`config.mk`:
```
export PLATFORM = sky130hd
export DESIGN_NAME = apb_xfer_ctrl
export DESIGN_NICKNAME = d
export VERILOG_FILES = /design/src/rtl/bridge_pkg.sv /design/src/rtl/apb_wait_timer.sv /design/src/rtl/apb_xfer_ctrl.sv
export SDC_FILE = /design/constraint.sdc
export NUM_CORES = 1
export LEC_CHECK = 0
export CAP_MARGIN = 20
export CORE_UTILIZATION = 32
export CTS_CLUSTER_DIAMETER = 120
export DETAILED_ROUTE_END_ITERATION = 10
export PLACE_DENSITY = 0.72
export REMOVE_ABC_BUFFERS = 1
export SLEW_MARGIN = 20
export SYNTH_ARGS = -nofsm -noshare
export SYNTH_HDL_FRONTEND = slang
export SYNTH_HIERARCHICAL = 1
export SYNTH_SLANG_ARGS = --single-unit
```
`constraint.sdc`:
```
create_clock -name HCLK -period 6.8 [get_ports HCLK]
set_clock_uncertainty 0.15 [all_clocks]
set_input_delay 1.02 -clock HCLK [delete_from_list [all_inputs] [get_ports HCLK]]
set_output_delay 1.02 -clock HCLK [all_outputs]
set_load 0.02 [all_outputs]
```
`src/rtl/bridge_pkg.sv`:
```
`default_nettype none
// +--------------------------------------------------------------------+
// | bridge_pkg: shared types/constants for the AHB-to-APB sequencer    |
// | Rev 1.0                                                            |
// +--------------------------------------------------------------------+
package bridge_pkg;

  typedef enum logic [2:0] {
    ST_IDLE   = 3'd0,
    ST_LATCH  = 3'd1,
    ST_SETUP  = 3'd2,
    ST_ACCESS = 3'd3,
    ST_DONE   = 3'd4,
    ST_ERR1   = 3'd5,
    ST_ERR2   = 3'd6
  } state_t;

  localparam logic [1:0] c_htrans_idle   = 2'b00;
  localparam logic [1:0] c_htrans_busy   = 2'b01;
  localparam logic [1:0] c_htrans_nonseq = 2'b10;
  localparam logic [1:0] c_htrans_seq    = 2'b11;

  localparam int c_idx_msb = 15;
  localparam int c_idx_lsb = 12;

  function automatic logic is_xfer(input logic [1:0] htrans);
    return (htrans == c_htrans_nonseq) || (htrans == c_htrans_seq);
  endfunction

endpackage
`default_nettype wire

```
`src/rtl/apb_wait_timer.sv`:
```
`default_nettype none
// +--------------------------------------------------------------------+
// | apb_wait_timer: ACCESS-phase wait counter, flags TIMEOUT-1 reached  |
// | Rev 1.0                                                            |
// +--------------------------------------------------------------------+
module apb_wait_timer #(
  parameter int TIMEOUT = 16
) (
  input  logic clk,
  input  logic rst,
  input  logic i_clr,
  input  logic i_inc,
  output logic o_expired
);

  logic [7:0] count_q;
  logic [7:0] count_d;

  always_comb begin
    count_d = count_q;
    if (i_clr) begin
      count_d = 8'd0;
    end else if (i_inc) begin
      count_d = count_q + 8'd1;
    end
  end

  always_ff @(posedge clk or posedge rst) begin
    if (rst) begin
      count_q <= 8'd0;
    end else begin
      count_q <= count_d;
    end
  end

  assign o_expired = (count_q == 8'(TIMEOUT - 1));

endmodule
`default_nettype wire

```
`src/rtl/apb_xfer_ctrl.sv`:
```
`default_nettype none
// +--------------------------------------------------------------------+
// | apb_xfer_ctrl: sequences one AHB transfer onto APB SETUP/ACCESS     |
// | Rev 1.0                                                            |
// +--------------------------------------------------------------------+
module apb_xfer_ctrl
  import bridge_pkg::*;
#(
  parameter int NUM_SLAVES = 4,
  parameter int TIMEOUT    = 16,
  parameter int ADDR_W     = 16,
  parameter int DATA_W     = 32
) (
  input  logic                  HCLK,
  input  logic                  HRESET,
  input  logic                  HSEL,
  input  logic [1:0]            HTRANS,
  input  logic                  HWRITE,
  input  logic [ADDR_W-1:0]     HADDR,
  input  logic [DATA_W-1:0]     HWDATA,
  input  logic                  HREADY,
  output logic                  HREADYOUT,
  output logic                  HRESP,
  output logic [DATA_W-1:0]     HRDATA,
  output logic [ADDR_W-1:0]     PADDR,
  output logic [NUM_SLAVES-1:0] PSELx,
  output logic                  PENABLE,
  output logic                  PWRITE,
  output logic [DATA_W-1:0]     PWDATA,
  input  logic                  PREADY,
  input  logic [DATA_W-1:0]     PRDATA,
  input  logic                  PSLVERR
);

  state_t                state_q, state_d;
  logic [ADDR_W-1:0]     addr_q, addr_d;
  logic                  write_q, write_d;
  logic [3:0]            idx_q, idx_d;
  logic                  hreadyout_q, hreadyout_d;
  logic                  hresp_q, hresp_d;
  logic [DATA_W-1:0]     hrdata_q, hrdata_d;
  logic [ADDR_W-1:0]     paddr_q, paddr_d;
  logic [NUM_SLAVES-1:0] psel_q, psel_d;
  logic                  penable_q, penable_d;
  logic                  pwrite_q, pwrite_d;
  logic [DATA_W-1:0]     pwdata_q, pwdata_d;

  logic       w_accept;
  logic [3:0] w_idx;
  logic       w_mapped;
  logic       w_tmr_clr;
  logic       w_tmr_inc;
  logic       w_tmr_expired;

  assign w_accept = HSEL & is_xfer(HTRANS) & HREADY;
  assign w_idx    = HADDR[c_idx_msb:c_idx_lsb];
  assign w_mapped = (32'(w_idx) < NUM_SLAVES);

  apb_wait_timer #(
    .TIMEOUT (TIMEOUT)
  ) u_wait_timer (
    .clk       (HCLK),
    .rst       (HRESET),
    .i_clr     (w_tmr_clr),
    .i_inc     (w_tmr_inc),
    .o_expired (w_tmr_expired)
  );

  always_comb begin
    state_d   = state_q;
    addr_d    = addr_q;
    write_d   = write_q;
    idx_d     = idx_q;
    hrdata_d  = hrdata_q;
    paddr_d   = paddr_q;
    psel_d    = psel_q;
    penable_d = penable_q;
    pwrite_d  = pwrite_q;
    pwdata_d  = pwdata_q;
    w_tmr_clr = 1'b0;
    w_tmr_inc = 1'b0;

    case (state_q)
      ST_IDLE, ST_DONE, ST_ERR2: begin
        if (w_accept) begin
          addr_d  = HADDR;
          write_d = HWRITE;
          idx_d   = w_idx;
          state_d = w_mapped ? ST_LATCH : ST_ERR1;
        end else begin
          state_d = ST_IDLE;
        end
      end
      ST_LATCH: begin
        // HWDATA is only valid now, one cycle after the address phase
        if (write_q) begin
          pwdata_d = HWDATA;
        end
        paddr_d  = addr_q;
        pwrite_d = write_q;
        for (int i = 0; i < NUM_SLAVES; i++) begin
          psel_d[i] = (idx_q == 4'(i));
        end
        w_tmr_clr = 1'b1;
        state_d   = ST_SETUP;
      end
      ST_SETUP: begin
        penable_d = 1'b1;
        state_d   = ST_ACCESS;
      end
      ST_ACCESS: begin
        // PREADY takes priority over an expiring timer
        if (PREADY) begin
          psel_d    = '0;
          penable_d = 1'b0;
          if (PSLVERR) begin
            state_d = ST_ERR1;
          end else begin
            state_d = ST_DONE;
            if (!write_q) begin
              hrdata_d = PRDATA;
            end
          end
        end else if (w_tmr_expired) begin
          psel_d    = '0;
          penable_d = 1'b0;
          state_d   = ST_ERR1;
        end else begin
          w_tmr_inc = 1'b1;
        end
      end
      ST_ERR1: begin
        state_d = ST_ERR2;
      end
      default: begin
        state_d = ST_IDLE;
      end
    endcase

    // AHB response flops are a pure function of the state being entered
    hreadyout_d = (state_d == ST_IDLE) || (state_d == ST_DONE) || (state_d == ST_ERR2);
    hresp_d     = (state_d == ST_ERR1) || (state_d == ST_ERR2);
  end

  always_ff @(posedge HCLK or posedge HRESET) begin
    if (HRESET) begin
      state_q     <= ST_IDLE;
      addr_q      <= '0;
      write_q     <= 1'b0;
      idx_q       <= 4'd0;
      hreadyout_q <= 1'b1;
      hresp_q     <= 1'b0;
      hrdata_q    <= '0;
      paddr_q     <= '0;
      psel_q      <= '0;
      penable_q   <= 1'b0;
      pwrite_q    <= 1'b0;
      pwdata_q    <= '0;
    end else begin
      state_q     <= state_d;
      addr_q      <= addr_d;
      write_q     <= write_d;
      idx_q       <= idx_d;
      hreadyout_q <= hreadyout_d;
      hresp_q     <= hresp_d;
      hrdata_q    <= hrdata_d;
      paddr_q     <= paddr_d;
      psel_q      <= psel_d;
      penable_q   <= penable_d;
      pwrite_q    <= pwrite_d;
      pwdata_q    <= pwdata_d;
    end
  end

  assign HREADYOUT = hreadyout_q;
  assign HRESP     = hresp_q;
  assign HRDATA    = hrdata_q;
  assign PADDR     = paddr_q;
  assign PSELx     = psel_q;
  assign PENABLE   = penable_q;
  assign PWRITE    = pwrite_q;
  assign PWDATA    = pwdata_q;

endmodule
`default_nettype wire

```
==> impl_metrics.toml <==
[critical_path]
r2r_end = "PWDATA[31]"
cp-end-kind = "register"
crit_type = "reg -> reg"
critical_path.max_fanout = 33
arrival_ps = 3550
reg2reg_depth = 4
crit_required_ps = 6930
cp-start-kind = "register"
worstReg2RegStart = "state_q[0]"
r2r_slack_ps = 3380

[global_routing]
grt_pass1_vias = 3490
grt_most_used_layer = "met2"
gr-total-overflow = 0
grt_use_total_pct = 15.2
antenna_found_initial = 0
grtUsageMet3_pct = 7.15
grt_pass1_wl_um = 17300
grt.met2_usage_pct = 25.6
grt_start_max_net_pins = 81
met1_usage_pct = 17.1

[timing]
min_period_over_period_pct = 50.2
hold_violations = 0
worst_pin_slew_ps = 1060
period_minus_slack_ps = 3420
rsz0062_at_grt = "false"
slew_viol_final = 0
setup_slack_ps = 3380
clock.fmax_mhz = 293
relSlewSlack_pct = 29.2
setup_viol = 0
final.setup.tns_ps = 0

[clock_tree]
clk_latency_ps = 400
root_buffer = "clkbuf_16"
htreeDepth = 4
cts_tree = "yes"
clock_sinks = 116
cts_inserted_buffers = 17
ctsHoldBuffers = 0
cts.repair.resized = 0
clock_path_buffers = 2
post_cts_buffers = 0
path_clk_slew_ps = 50

[finish]
drive_gt1_share_pct = 21.9
diodes = 0
final-seq-area_um2 = 2900
syn2layout_area_growth_pct = 51.8
multi_input_area_um2 = 1630
n_fill_cell = 1232
final_nets = 606
final_area_um2 = 7110
fin_util_pct = 50.4

[yosys]
yosys.area.top_type_share_pct = 61.4
yosysSeqAreaShare_pct = 62.0
netlist_area_um2 = 4680
ys_types = 37
synth_area_per_cell_um2 = 14.0
synthCells = 335
synthTopCellsByArea = "dfrtp_1, mux2_2, mux2_4"
synth_top_area_cell = "dfrtp_1"
synth-seq-cells = 116
synth_warnings = 6

[floorplanning]
die_h_um = 123
rows = 43
die_w_um = 123
die_area_um2 = 15100
start_util_pct = 33.2
io_pins = 177
core_um2 = 14100

[hold_path]
holdCritStartpoint = "addr_q[9]"
min_to = "PADDR[9]"
hold_depth = 2
hold_class = "reg -> reg"

[routing]
num_vias = 3255
drtIter0Drc = 105
routed_wl_um = 11100
via_per_inst = 4.61
dr.pass1.iters = 4
drcViolationCount = 0
wire_per_inst_um = 15.7
postRouteAntennaNets = 0

[place]
gp_congestion = 0.747
io_buffers = 175
place_area_um2 = 6550
pre_cts_slack_ps = 3290
dp_hpwl_um = 7730

[power]
worst_ir_drop_vdd_uv = 241
p_leak_nw = 3.13
power_mw = 3.49
power_per_cell_area_nw_per_um2 = 491

[outcome]
status = "completed"

[job]
drv_cap = 0
==> area by class of cell <==
| cell class | count | share of cell area, % |
|---|---|---|
| inverters | 4 | 0.246 |
| multi-input cells | 199 | 22.9 |
| clock buffers | 25 | 7.11 |
| repair buffers | 178 | 25.0 |
| well taps | 180 | 3.17 |
| clock inverters | 4 | 0.669 |
| flip-flops and latches | 116 | 40.8 |
==> kinds of logic after synthesis <==
logic type | synth area share [%]
flops | 62.0
simple gates | 8.12
mux | 22.0
compound gates | 3.58
buf+inv | 3.31
xor+xnor | 0.748
fa+ha+maj | 0.267
==> sequential cells by signal, indices dropped and copies added, names as in the netlist, 3 cells and up <==
register              cells
u_wait_timer/count_q      8
HRDATA                   32
PWDATA                   32
addr_q                   16
PSELx                     4
state_q                   3
PADDR                    16
==> through the flow <==
stage / hold slack (ps) / instances
6_report: 315 / 706
4_1_cts: 321 / 706
3_3_place_gp: 300 / 677
3_5_place_dp: 307 / 677
2_1_floorplan: 285 / 319
5_1_grt: 341 / 706
==> cell usage in the layout, fill, tap and decap left out, types with 4 or more instances in the layout <==
cell type / instances
clkbuf_16: 17
dfrtp_1: 115
mux2_4: 29
clkdlybuf4s50_1: 175
nand2_1: 53
a21oi_1: 6
nand2b_1: 4
clkbuf_8: 5
nor2_1: 10
o21ai_0: 13
mux2_2: 51
==> power breakdown <==
group          internal [mW]  switching, mW  leakage, nW
registers               1.01          0.187         1.44
clock network          0.543          0.282        0.271
logic                  0.791          0.676         1.42
==> critical path, stage by stage, from the launching register on <==
cell and delay [ps]:
dfrtp_1 490, or3b_1 740, inv_2 520, and2_2 950, mux2_2 420
==> synth_stat cells (all sizes together) <==
| cell type | n |
|---|---|
| a211oi | 1 |
| mux2i | 2 |
| xor2 | 3 |
| dfstp | 1 |
| nand2b | 4 |
| a32o | 2 |
| buf | 14 |
| o21ai | 13 |
| nor2 | 10 |
| xnor2 | 1 |
| and4 | 1 |
| nand4 | 3 |
| nor3 | 2 |
| nor4 | 1 |
| dfrtp | 115 |
| and3b | 1 |
| and3 | 1 |
| ha | 1 |
| o2111ai | 1 |
| and2 | 1 |
| nand3 | 1 |
| a21o | 2 |
| nand2 | 53 |
| clkbuf | 2 |
| nand4b | 1 |
| or3b | 1 |
| nor2b | 2 |
| a21oi | 6 |
| inv | 4 |
| or3 | 3 |
| o21bai | 2 |
| mux2 | 80 |
==> per-layer routing <==
| metal | vias up | wire length (µm) |
|---|---|---|
| met5 | - | 0 |
| met2 | 132 | 5390 |
| met4 | 0 | 133 |
| li1 | 1509 | - |
| met1 | 1602 | 4490 |
| met3 | 12 | 1060 |
==> how the worst max path moves through the flow <==
stage                from          to  slack (ps)  cells past startpoint
2_1_floorplan      HRESET   HRDATA[0]        2790                      1
3_3_place_gp   state_q[0]  PWDATA[30]        3370                      4
3_5_place_dp   state_q[0]  PWDATA[30]        3290                      4
4_1_cts        state_q[0]  PWDATA[29]        3310                      4
5_1_grt        state_q[0]  PWDATA[31]        3200                      4
6_report       state_q[0]  PWDATA[31]        3380                      4
(Power assumes the default switching activity.)
